File: src/rtl/bullet_pkg.sv
// Shared constants for the bullet pool: default geometry and direction encoding.
// No logic or latency; imported by the pool and the per-slot module.
// No flow control; values only.
package bullet_pkg;

  localparam int COORD_W_DEF  = 10;
  localparam int SCREEN_H_DEF = 480;
  localparam int SHIP_Y_DEF   = 240;

  // Direction bit stored per slot: 1 moves toward y = 0, 0 moves toward SCREEN_H.
  localparam logic DIR_UP   = 1'b1;
  localparam logic DIR_DOWN = 1'b0;

endpackage

File: src/rtl/bullet_slot.sv
// One bullet slot: position/direction/active state, per-frame motion, retire/kill, pixel hit.
// Latency: spawn/move/retire/kill take effect at the next clk edge; bw_o is combinational from state.
// No backpressure: spawn_i is only asserted by the pool when this slot is free.
module bullet_slot
  import bullet_pkg::*;
#(
  parameter int COORD_W  = COORD_W_DEF,
  parameter int SCREEN_H = SCREEN_H_DEF,
  parameter int SHIP_Y   = SHIP_Y_DEF,
  parameter int SPEED    = 4,
  parameter int BULLET_W = 2,
  parameter int BULLET_H = 4
) (
  input  logic               clk_i,
  input  logic               rst_i,
  input  logic               spawn_i,
  input  logic [COORD_W-1:0] spawn_x_i,
  input  logic               dir_i,
  input  logic               kill_i,
  input  logic [COORD_W-1:0] x_i,
  input  logic [COORD_W-1:0] y_i,
  output logic               active_o,
  output logic               active_d_o,
  output logic               bw_o
);

  // All limits widened by one bit so sums and compares can never wrap.
  localparam logic [COORD_W:0]   SPEED_X    = (COORD_W+1)'(SPEED);
  localparam logic [COORD_W:0]   SCREEN_H_X = (COORD_W+1)'(SCREEN_H);
  localparam logic [COORD_W:0]   BW_X       = (COORD_W+1)'(BULLET_W);
  localparam logic [COORD_W:0]   BH_X       = (COORD_W+1)'(BULLET_H);
  localparam logic [COORD_W-1:0] SHIP_Y_C   = COORD_W'(SHIP_Y);

  logic [COORD_W-1:0] x_q, x_d;
  logic [COORD_W-1:0] y_q, y_d;
  logic               dir_q, dir_d;
  logic               active_q, active_d;
  logic [COORD_W:0]   down_sum;

  assign down_sum = {1'b0, y_q} + SPEED_X;

  // Next state: spawn loads a fresh bullet (no motion that cycle); kill beats motion; edges retire.
  always_comb begin
    x_d      = x_q;
    y_d      = y_q;
    dir_d    = dir_q;
    active_d = active_q;
    if (spawn_i) begin
      x_d      = spawn_x_i;
      y_d      = SHIP_Y_C;
      dir_d    = dir_i;
      active_d = 1'b1;
    end else if (active_q) begin
      if (kill_i) begin
        active_d = 1'b0;
      end else if (dir_q == DIR_UP) begin
        if ({1'b0, y_q} < SPEED_X) active_d = 1'b0;
        else                       y_d = y_q - SPEED_X[COORD_W-1:0];
      end else begin
        if (down_sum >= SCREEN_H_X) active_d = 1'b0;
        else                        y_d = down_sum[COORD_W-1:0];
      end
    end
  end

  // Slot state registers, cleared asynchronously.
  always_ff @(posedge clk_i or posedge rst_i) begin
    if (rst_i) begin
      x_q      <= '0;
      y_q      <= '0;
      dir_q    <= DIR_DOWN;
      active_q <= 1'b0;
    end else begin
      x_q      <= x_d;
      y_q      <= y_d;
      dir_q    <= dir_d;
      active_q <= active_d;
    end
  end

  assign active_o   = active_q;
  assign active_d_o = active_d;

  // Pixel hit: the scanner position lies inside the BULLET_W x BULLET_H box of an active bullet.
  assign bw_o = active_q
             && ({1'b0, x_i} >= {1'b0, x_q}) && ({1'b0, x_i} < ({1'b0, x_q} + BW_X))
             && ({1'b0, y_i} >= {1'b0, y_q}) && ({1'b0, y_i} < ({1'b0, y_q} + BH_X));

endmodule

File: src/rtl/bullet_pool.sv
// Bullet pool: edge-detected fire requests, lowest-free-slot allocation, refire cooldown, slot array.
// Latency: accepted shot shows on inUse/fire_ack one cycle after the request edge.
// No backpressure: requests arriving while full or cooling down are dropped, never queued.
module bullet_pool
  import bullet_pkg::*;
#(
  parameter int NUM_BULLETS = 4,
  parameter int COORD_W     = COORD_W_DEF,
  parameter int SCREEN_H    = SCREEN_H_DEF,
  parameter int SHIP_Y      = SHIP_Y_DEF,
  parameter int SPEED       = 4,
  parameter int COOLDOWN    = 8,
  parameter int BULLET_W    = 2,
  parameter int BULLET_H    = 4,
  localparam int CNT_W      = $clog2(NUM_BULLETS + 1)
) (
  input  logic                   clk_60hz,
  input  logic                   reset,
  input  logic [COORD_W-1:0]     x,
  input  logic [COORD_W-1:0]     y,
  input  logic [COORD_W-1:0]     shipx,
  input  logic                   shootUp,
  input  logic                   shootDown,
  input  logic [NUM_BULLETS-1:0] kill,
  output logic [NUM_BULLETS-1:0] BW,
  output logic [NUM_BULLETS-1:0] inUse,
  output logic                   fire_ack,
  output logic [CNT_W-1:0]       active_count
);

  // A zero cooldown still needs a one-bit counter that simply stays at 0.
  localparam int CD_W = (COOLDOWN < 1) ? 1 : $clog2(COOLDOWN + 1);

  logic                   shoot, shoot_prev_q, req, accept, dir_req;
  logic [CD_W-1:0]        cd_q, cd_d;
  logic                   fire_ack_q;
  logic [CNT_W-1:0]       cnt_q, cnt_d;
  logic [NUM_BULLETS-1:0] free, lowest_free, spawn, act_d;

  assign shoot   = shootUp | shootDown;
  assign req     = shoot & ~shoot_prev_q;
  assign dir_req = shootUp ? DIR_UP : DIR_DOWN;

  // Free slots come from registered state, so a slot freed this edge is usable only next edge.
  assign free        = ~inUse;
  assign lowest_free = free & (-free);
  assign accept      = req && (cd_q == '0) && (free != '0);
  assign spawn       = accept ? lowest_free : '0;

  // Cooldown reloads on every accepted shot and otherwise counts down to 0.
  always_comb begin
    cd_d = cd_q;
    if (accept)          cd_d = CD_W'(COOLDOWN);
    else if (cd_q != '0) cd_d = cd_q - CD_W'(1);
  end

  // Popcount of next-state active bits so the count lines up with inUse.
  always_comb begin
    cnt_d = '0;
    for (int i = 0; i < NUM_BULLETS; i++) cnt_d = cnt_d + CNT_W'(act_d[i]);
  end

  // Pool-level registers: request edge detect, cooldown, ack pulse and active count.
  always_ff @(posedge clk_60hz or posedge reset) begin
    if (reset) begin
      shoot_prev_q <= 1'b0;
      cd_q         <= '0;
      fire_ack_q   <= 1'b0;
      cnt_q        <= '0;
    end else begin
      shoot_prev_q <= shoot;
      cd_q         <= cd_d;
      fire_ack_q   <= accept;
      cnt_q        <= cnt_d;
    end
  end

  assign fire_ack     = fire_ack_q;
  assign active_count = cnt_q;

  for (genvar i = 0; i < NUM_BULLETS; i++) begin : g_slot
    bullet_slot #(
      .COORD_W  (COORD_W),
      .SCREEN_H (SCREEN_H),
      .SHIP_Y   (SHIP_Y),
      .SPEED    (SPEED),
      .BULLET_W (BULLET_W),
      .BULLET_H (BULLET_H)
    ) u_slot (
      .clk_i      (clk_60hz),
      .rst_i      (reset),
      .spawn_i    (spawn[i]),
      .spawn_x_i  (shipx),
      .dir_i      (dir_req),
      .kill_i     (kill[i]),
      .x_i        (x),
      .y_i        (y),
      .active_o   (inUse[i]),
      .active_d_o (act_d[i]),
      .bw_o       (BW[i])
    );
  end

endmodule

File: config.mk
export PLATFORM = sky130hd
export DESIGN_NAME = bullet_pool
export DESIGN_NICKNAME = d
export VERILOG_FILES = /design/src/rtl/bullet_pkg.sv /design/src/rtl/bullet_slot.sv /design/src/rtl/bullet_pool.sv
export SDC_FILE = /design/constraint.sdc
export NUM_CORES = 1
export LEC_CHECK = 0
export ABC_AREA = 1
export CORE_MARGIN = 2
export CORE_UTILIZATION = 50
export CTS_CLUSTER_DIAMETER = 80
export DETAILED_ROUTE_END_ITERATION = 12
export PLACE_DENSITY = 0.68
export SETUP_SLACK_MARGIN = 0.02
export SLEW_MARGIN = 20
export SYNTH_ARGS = -nofsm -noshare
export SYNTH_HDL_FRONTEND = slang
export SYNTH_SLANG_ARGS = --single-unit
File: constraint.sdc
create_clock -name clk_60hz -period 3 [get_ports clk_60hz]
set_input_delay 0.45 -clock clk_60hz [delete_from_list [all_inputs] [get_ports clk_60hz]]
set_output_delay 0.45 -clock clk_60hz [all_outputs]
set_load 0.005 [all_outputs]
== Word level (Yosys, flattened, before mapping) ==
Cells that the tools add are included.

* Bits in registers: 97
* Latch bits: 0
* Bits in writable memories: 0
* ROM bits: 0
* Input port bits: 38
* Output and inout bits: 12
* Logic and storage cells: 160
* Memories: 0

* $add $sub $neg: 17
* Multiply operators: 0
* Divide/modulo/power cells: 0
* Order comparisons: 24
* Equality and inequality tests: 12
* Shift-type cells: 0
* Muxes and demuxes: 52
* Bitwise gates (word level): 5
* Reduce and logical (&&, ||, !) cells: 30

{| class="wikitable"
|+ Operators by type and width
! operator !! count
|-
| $mux W10 || 24
|-
| $lt A10 B11 Y1 || 8
|-
| $ge A10 B10 Y1 || 8
|-
| $add A10 B2 Y11 const B || 4
|-
| $add A10 B3 Y11 const B || 4
|-
| $ge A11 B9 Y1 const B || 4
|-
| $lt A10 B3 Y1 const B || 4
|-
| $sub A10 B3 Y10 const B || 4
|-
| $mux W1 || 25
|-
| $logic_and A1 B1 Y1 || 18
|-
| $reduce_and A4 Y1 || 4
|-
| $mux W4 || 3
|-
| $ne A3 B2 Y1 const B || 4
|-
| $ne A3 B3 Y1 const B || 4
|-
| $reduce_bool A2 Y1 || 5
|-
| $ne A2 B1 Y1 const B || 4
|-
| $reduce_bool A4 Y1 || 2
|-
| $and A4 B4 Y4 || 1
|-
| $logic_not A4 Y1 || 1
|-
| $neg A4 Y4 || 1
|-
| $not A4 Y4 || 1
|-
| $sub A4 B1 Y4 const B || 1
|-
| $add A2 B1 Y3 || 1
|-
| $add A3 B1 Y3 || 1
|-
| other kinds (4) || 4
|}

== Longest topological paths before layout ==
* Depth after elaboration: 10
* Gate-level depth with buffers: 15
* Mapped depth without buffers: 14

== Hierarchy ==
Synthesis repeated with hierarchy kept, for this count alone.

* Cells, all modules: 1317
* Area, all modules: 9210.1 sq um

{| class="wikitable"
|+ Modules (own cells, without submodules)
! module !! instances !! cells each !! area each (sq um) !! sequential area each (sq um)
|-
| bullet_slot at g_slot[0].u_slot ... || 2 || 319 || 2172.1 || 500.5
|-
| bullet_slot at g_slot[2].u_slot || 1 || 321 || 2188.3 || 500.5
|-
| bullet_slot at g_slot[3].u_slot || 1 || 302 || 2179.6 || 500.5
|-
| bullet_pool || 1 || 56 || 498.0 || 225.2
|}

== Worst setup path before layout ==
Ideal clock, no wire load.

* Path kind: reg2reg
* Start point: register g_slot[1].u_slot.y_q[2]
* End point: register cnt_q[1] (netlist: active_count[1])
* Setup time: 126 ps
* Data arrival time: 2334 ps
* Data required time: 2874 ps
* Path slack: 540 ps
* Cell stages (with the launch flop): 11
* Path buffers: 0
* Period minus slack after synthesis: 2460 ps
* Cell sequence: dfrtp_1 > inv_1 > ha_1 > nand3_1 > nor3_2 > a31oi_1 > nand2_4 > nand2_4 > fa_1 > ha_1 > ha_1

* Cells in the longest elaborated chain, start to end: 10
* Elaborated cells on any way between the ends: 12
* Those cells by class: add/sub (4); order compare (2); mux (6)

{| class="wikitable"
|+ RTL lines
! element !! RTL line !! source
|-
| start, declared || bullet_slot.sv:35 || <nowiki>logic [COORD_W-1:0] y_q, y_d;</nowiki>
|-
| start signal, assigned || bullet_slot.sv:75 || <nowiki>y_q <= y_d;</nowiki>
|-
| $add A10 B3 Y11 || bullet_slot.sv:40 || <nowiki>assign down_sum = {1'b0, y_q} + SPEED_X;</nowiki>
|-
| $ge A11 B9 Y1 || bullet_slot.sv:60 || <nowiki>if (down_sum >= SCREEN_H_X) active_d = 1'b0;</nowiki>
|-
| $mux W1 || bullet_slot.sv:60 ||
|-
| $mux W1 * || bullet_slot.sv:56 || <nowiki>end else if (dir_q == DIR_UP) begin</nowiki>
|-
| $mux W1 * || bullet_slot.sv:54 || <nowiki>if (kill_i) begin</nowiki>
|-
| $mux W1 * || bullet_slot.sv:53 || <nowiki>end else if (active_q) begin</nowiki>
|-
| $mux W1 * || bullet_slot.sv:48 || <nowiki>if (spawn_i) begin</nowiki>
|-
| named net g_slot[1].u_slot.active_d_o || bullet_slot.sv:23 || <nowiki>output logic active_d_o,</nowiki>
|-
| $add A1 B1 Y2 * || bullet_pool.sv:60 || <nowiki>for (int i = 0; i < NUM_BULLETS; i++) cnt_d = cnt_d + CNT_W'(act_d[i]);</nowiki>
|-
| $add A2 B1 Y3 * || bullet_pool.sv:60 ||
|-
| $add A3 B1 Y3 * || bullet_pool.sv:60 ||
|-
| named net cnt_d[1] || bullet_pool.sv:37 || <nowiki>logic [CNT_W-1:0] cnt_q, cnt_d;</nowiki>
|-
| end signal, assigned || bullet_pool.sv:74 || <nowiki>cnt_q <= cnt_d;</nowiki>
|-
| end, declared || bullet_pool.sv:37 ||
|}

Mark *: on every way through the listed nets, which the timed path passes. The rest lies on a longest branch.
A chain may end at the register's enable or synchronous reset.

== Final worst setup path ==
* Start point: register g_slot[1].u_slot.x_q[2]
* End point: output port BW[1]

* Cells in the longest elaborated chain, start to end: 5
* Elaborated cells on any way between the ends: 7
* Those cells by class: add/sub (1); order compare (2); reduce/logical (4)

{| class="wikitable"
|+ RTL lines
! element !! RTL line !! source
|-
| start, declared || bullet_slot.sv:34 || <nowiki>logic [COORD_W-1:0] x_q, x_d;</nowiki>
|-
| start signal, assigned || bullet_slot.sv:69 || <nowiki>x_q <= '0;</nowiki>
|-
| start signal, assigned || bullet_slot.sv:74 || <nowiki>x_q <= x_d;</nowiki>
|-
| $add A10 B2 Y11 or $ge A10 B10 Y1 (tied branches) || bullet_slot.sv:86 || <nowiki>&& ({1'b0, x_i} >= {1'b0, x_q}) && ({1'b0, x_i} < ({1'b0, x_q} + BW_X))</nowiki>
|-
| $lt A10 B11 Y1 or $logic_and A1 B1 Y1 (tied branches) || bullet_slot.sv:86 ||
|-
| $logic_and A1 B1 Y1 * || bullet_slot.sv:86 ||
|-
| $logic_and A1 B1 Y1 * (2 in a row) || bullet_slot.sv:87 || <nowiki>&& ({1'b0, y_i} >= {1'b0, y_q}) && ({1'b0, y_i} < ({1'b0, y_q} + BH_X));</nowiki>
|-
| end, declared || bullet_pool.sv:25 || <nowiki>output logic [NUM_BULLETS-1:0] BW,</nowiki>
|}

Every way passes the cells marked *; elsewhere a longest branch is shown, timed or not.

==> impl_metrics.tcl <==
set metrics [dict create \
    syn2layout_area_growth_pct 23.4 \
    synth.area.top_cells "dfrtp_1 (24%), ha_1 (21%), nand2_1 (12%)" \
    crit_chain "buf_4, ha_4, nand2_2, nor2_4, nand2_2, buf_4, xor2_2, ha_1, nand2_1, nand3b_1, nor2_2, nor2_2, nand2_2, nor3_4, buf_2" \
    peakVddDrop_v 0.000401 \
    drive_gt1_share_pct 18.8 \
    leakage_uw 0.00555 \
    reg2reg_depth 10 \
    synth_top_area_share_pct 24.2 \
    first_global_vias 8663 \
    cts.path.max_buffers 2 \
    critPathLaunchType "register" \
    die_w_um 140 \
    slew_headroom_pct 56.7 \
    diodes 0 \
    nNetsFinal 1592 \
    synth.avg_cell_area_um2 7.40 \
    dpl-instance-area_mm2 0.0107 \
    r2r_slack_ps 230 \
    ys_async_sr_fraction_pct 100 \
    layout_min_cycle_time_ps 3060 \
    drv_cap 0 \
    holdPathStages 2 \
    mostFrequentLayoutCell "nand2_1" \
    rsz0062_at_grt "yes" \
    grt_start_max_net_pins 48 \
    seq_area_frac_synth_pct 24.2 \
    grt_remaining_overflow 0 \
    violations "negative setup slack" \
    ys.flop_type "dfrtp_1" \
    cpLargestDelayFamily "simple AND/OR/NAND/NOR gates" \
    endpoint_kind "output port" \
    drc 0 \
    setup_ws_ps -59.8 \
    num_vias 8777 \
    initial_core_util_pct 51.1 \
    crit_top_cell "nand2_2" \
    grt_pass1_wl_um 41300 \
    r2r-start "g_slot[1].u_slot.y_q[2]" \
    num_rows 49 \
    r2r_end "active_count[1]" \
    ctsHtreeMaxLevel 3 \
    min_path_type "reg2reg" \
    dpl.hpwl_um 19000 \
    die_y_um 140 \
    place_congestion 0.891 \
    cpPeakStageDelay_ps 380 \
    core_mm2 0.0180 \
    cts.sinks 89 \
    drtIter0Drc 553 \
    final-setup-viol-count 2 \
    numCtsBuffers 9 \
    critPathKind "reg2out" \
    path_max_fanout 3 \
    port_buffers 47 \
    synth-edff-count 0 \
    synth_cell_types 40 \
    avgViaCountPerCell 5.38 \
    cts_tree "built" \
    max_freq_ghz 0.327 \
    ctsRootBufferMaster "clkbuf_16" \
    power_uw 5260 \
    yosys.area.top_type "dfrtp_1" \
    crit_buf_inv 3 \
    grt_antenna_before_repair 0 \
    fin_crit_sh_pct 102 \
    drtAntennaViolNets 0 \
    worst-endpoint-arrival_ps 2610 \
    wl_per_cell_um 15.2 \
    dieArea_mm2 0.0195 \
    hold_path_end "g_slot[1].u_slot.x_q[8]" \
    worstMarginPinSlew_ps 650 \
    synth_nets 1438 \
    ys_warn_count 0 \
    mostFrequentLayoutCells "nand2_1 (283), ha_1 (151), inv_1 (132)" \
    final_max_slew_viol_count 0 \
    clock_skew_ps 11.5 \
    synthCells 1244 \
    clk_latency_ps 370 \
    startpoint "g_slot[1].u_slot.x_q[2]" \
    num_io_pins 50 \
    hold_violations 0 \
    grtUsageTotal_pct 25.9 \
    holdBufCountCts 0 \
    design_area_mm2 0.0114 \
    dr.pass1.iters 5 \
    min-delay-start "g_slot[1].u_slot.x_q[8]" \
    cpMaxStageDelayCell "dfrtp_1" \
    required_ps 2550 \
    syn-cell-area_mm2 0.00920 \
    power_density_mw_per_mm2 463 \
    synth-seq-cells 89 \
    cts.reportedPaths.clkPinSlew_ps 70 \
    drt_wl_total_um 24800 \
    status "finished with violations" \
]
-- synth_stat cells (15+ instances only) --
| cell | count |
|---|---|
| nand3_1 | 88 |
| ha_1 | 155 |
| inv_1 | 134 |
| o21ai_0 | 47 |
| nor3_1 | 30 |
| nand2_1 | 294 |
| buf_4 | 15 |
| nor2_1 | 77 |
| nand4_1 | 43 |
| o211ai_1 | 15 |
| dfrtp_1 | 89 |
| xor2_1 | 49 |
| o21ai_1 | 19 |
| a21oi_1 | 65 |
-- sequential cells by signal, summed over array words and instances, names as in the netlist --
name,cells
g_slot.u_slot.x_q,40
g_slot.u_slot.y_q,32
cd_q,4
g_slot.u_slot.active_o,4
g_slot.u_slot.dir_q,4
active_count,3
fire_ack,1
shoot_prev_q,1
-- logic make-up after synthesis --
| kind of cell | count (synthesis) | synth area share, % |
|---|---|---|
| AOI/OAI and AO/OA | 176 | 10.9 |
| xor gates and xnor gates | 58 | 5.52 |
| adders and majority gates | 156 | 21.3 |
| buffers and inverters | 182 | 8.67 |
| DFF | 89 | 24.2 |
| and+or+nand+nor | 583 | 29.4 |
-- what timing repair did --
item	4_1_cts	5_1_grt
setup buffers	13	5
setup endpoints to repair	4	4
pin swaps	32	40
gates resized for setup	41	44
-- per-layer routing --
layer	track usage [%]	wire length [um]
met5	0	0
met1	36.3	12000
met2	42.2	11700
met3	2.58	816
met4	8.05	375
-- metrics by stage --
step                cells  setup slack (ps)  TNS [ps]  utilization, %  hold WS [ps]
finish               1632             -59.8      -111            63.0           487
global route         1632              -208      -621            63.0           526
CTS                  1627              -145      -302            61.7           486
detailed placement   1599              -344      -777            59.1           468
global placement     1599              -372      -733            59.1           467
floorplan            1244               243         0               -           453
-- tightest hold or removal path, cell delays in order, from the launching register on --
cell     delay, ps
dfrtp_1        350
nand2_1         60
o21ai_2         50
-- how the worst max path moves through the flow --
stage / to / slack [ps] / cells past startpoint
after floorplan: active_count[0] / 240 / 1
after global placement: BW[1] / -370 / 11
after detailed placement: BW[1] / -340 / 11
after CTS: BW[3] / -140 / 13
after global routing: BW[3] / -210 / 17
final: BW[1] / -60 / 15
-- final cells by class --
cell class,count,area [um2]
Clock buffer,9,225
Fill cell,1648,6670
Tap cell,229,287
Sequential cell,89,2230
Clock inverter,7,68.8
Timing Repair Buffer,180,1530
Inverter,145,547
Multi-Input combinational cell,973,6470
-- power by group --
part | total [uW] | internal (uW) | switching [uW]
combinational | 2530 | 1100 | 1430
clock | 1170 | 589 | 577
sequential | 1560 | 1390 | 171
Power figures use the tool's default switching activity.
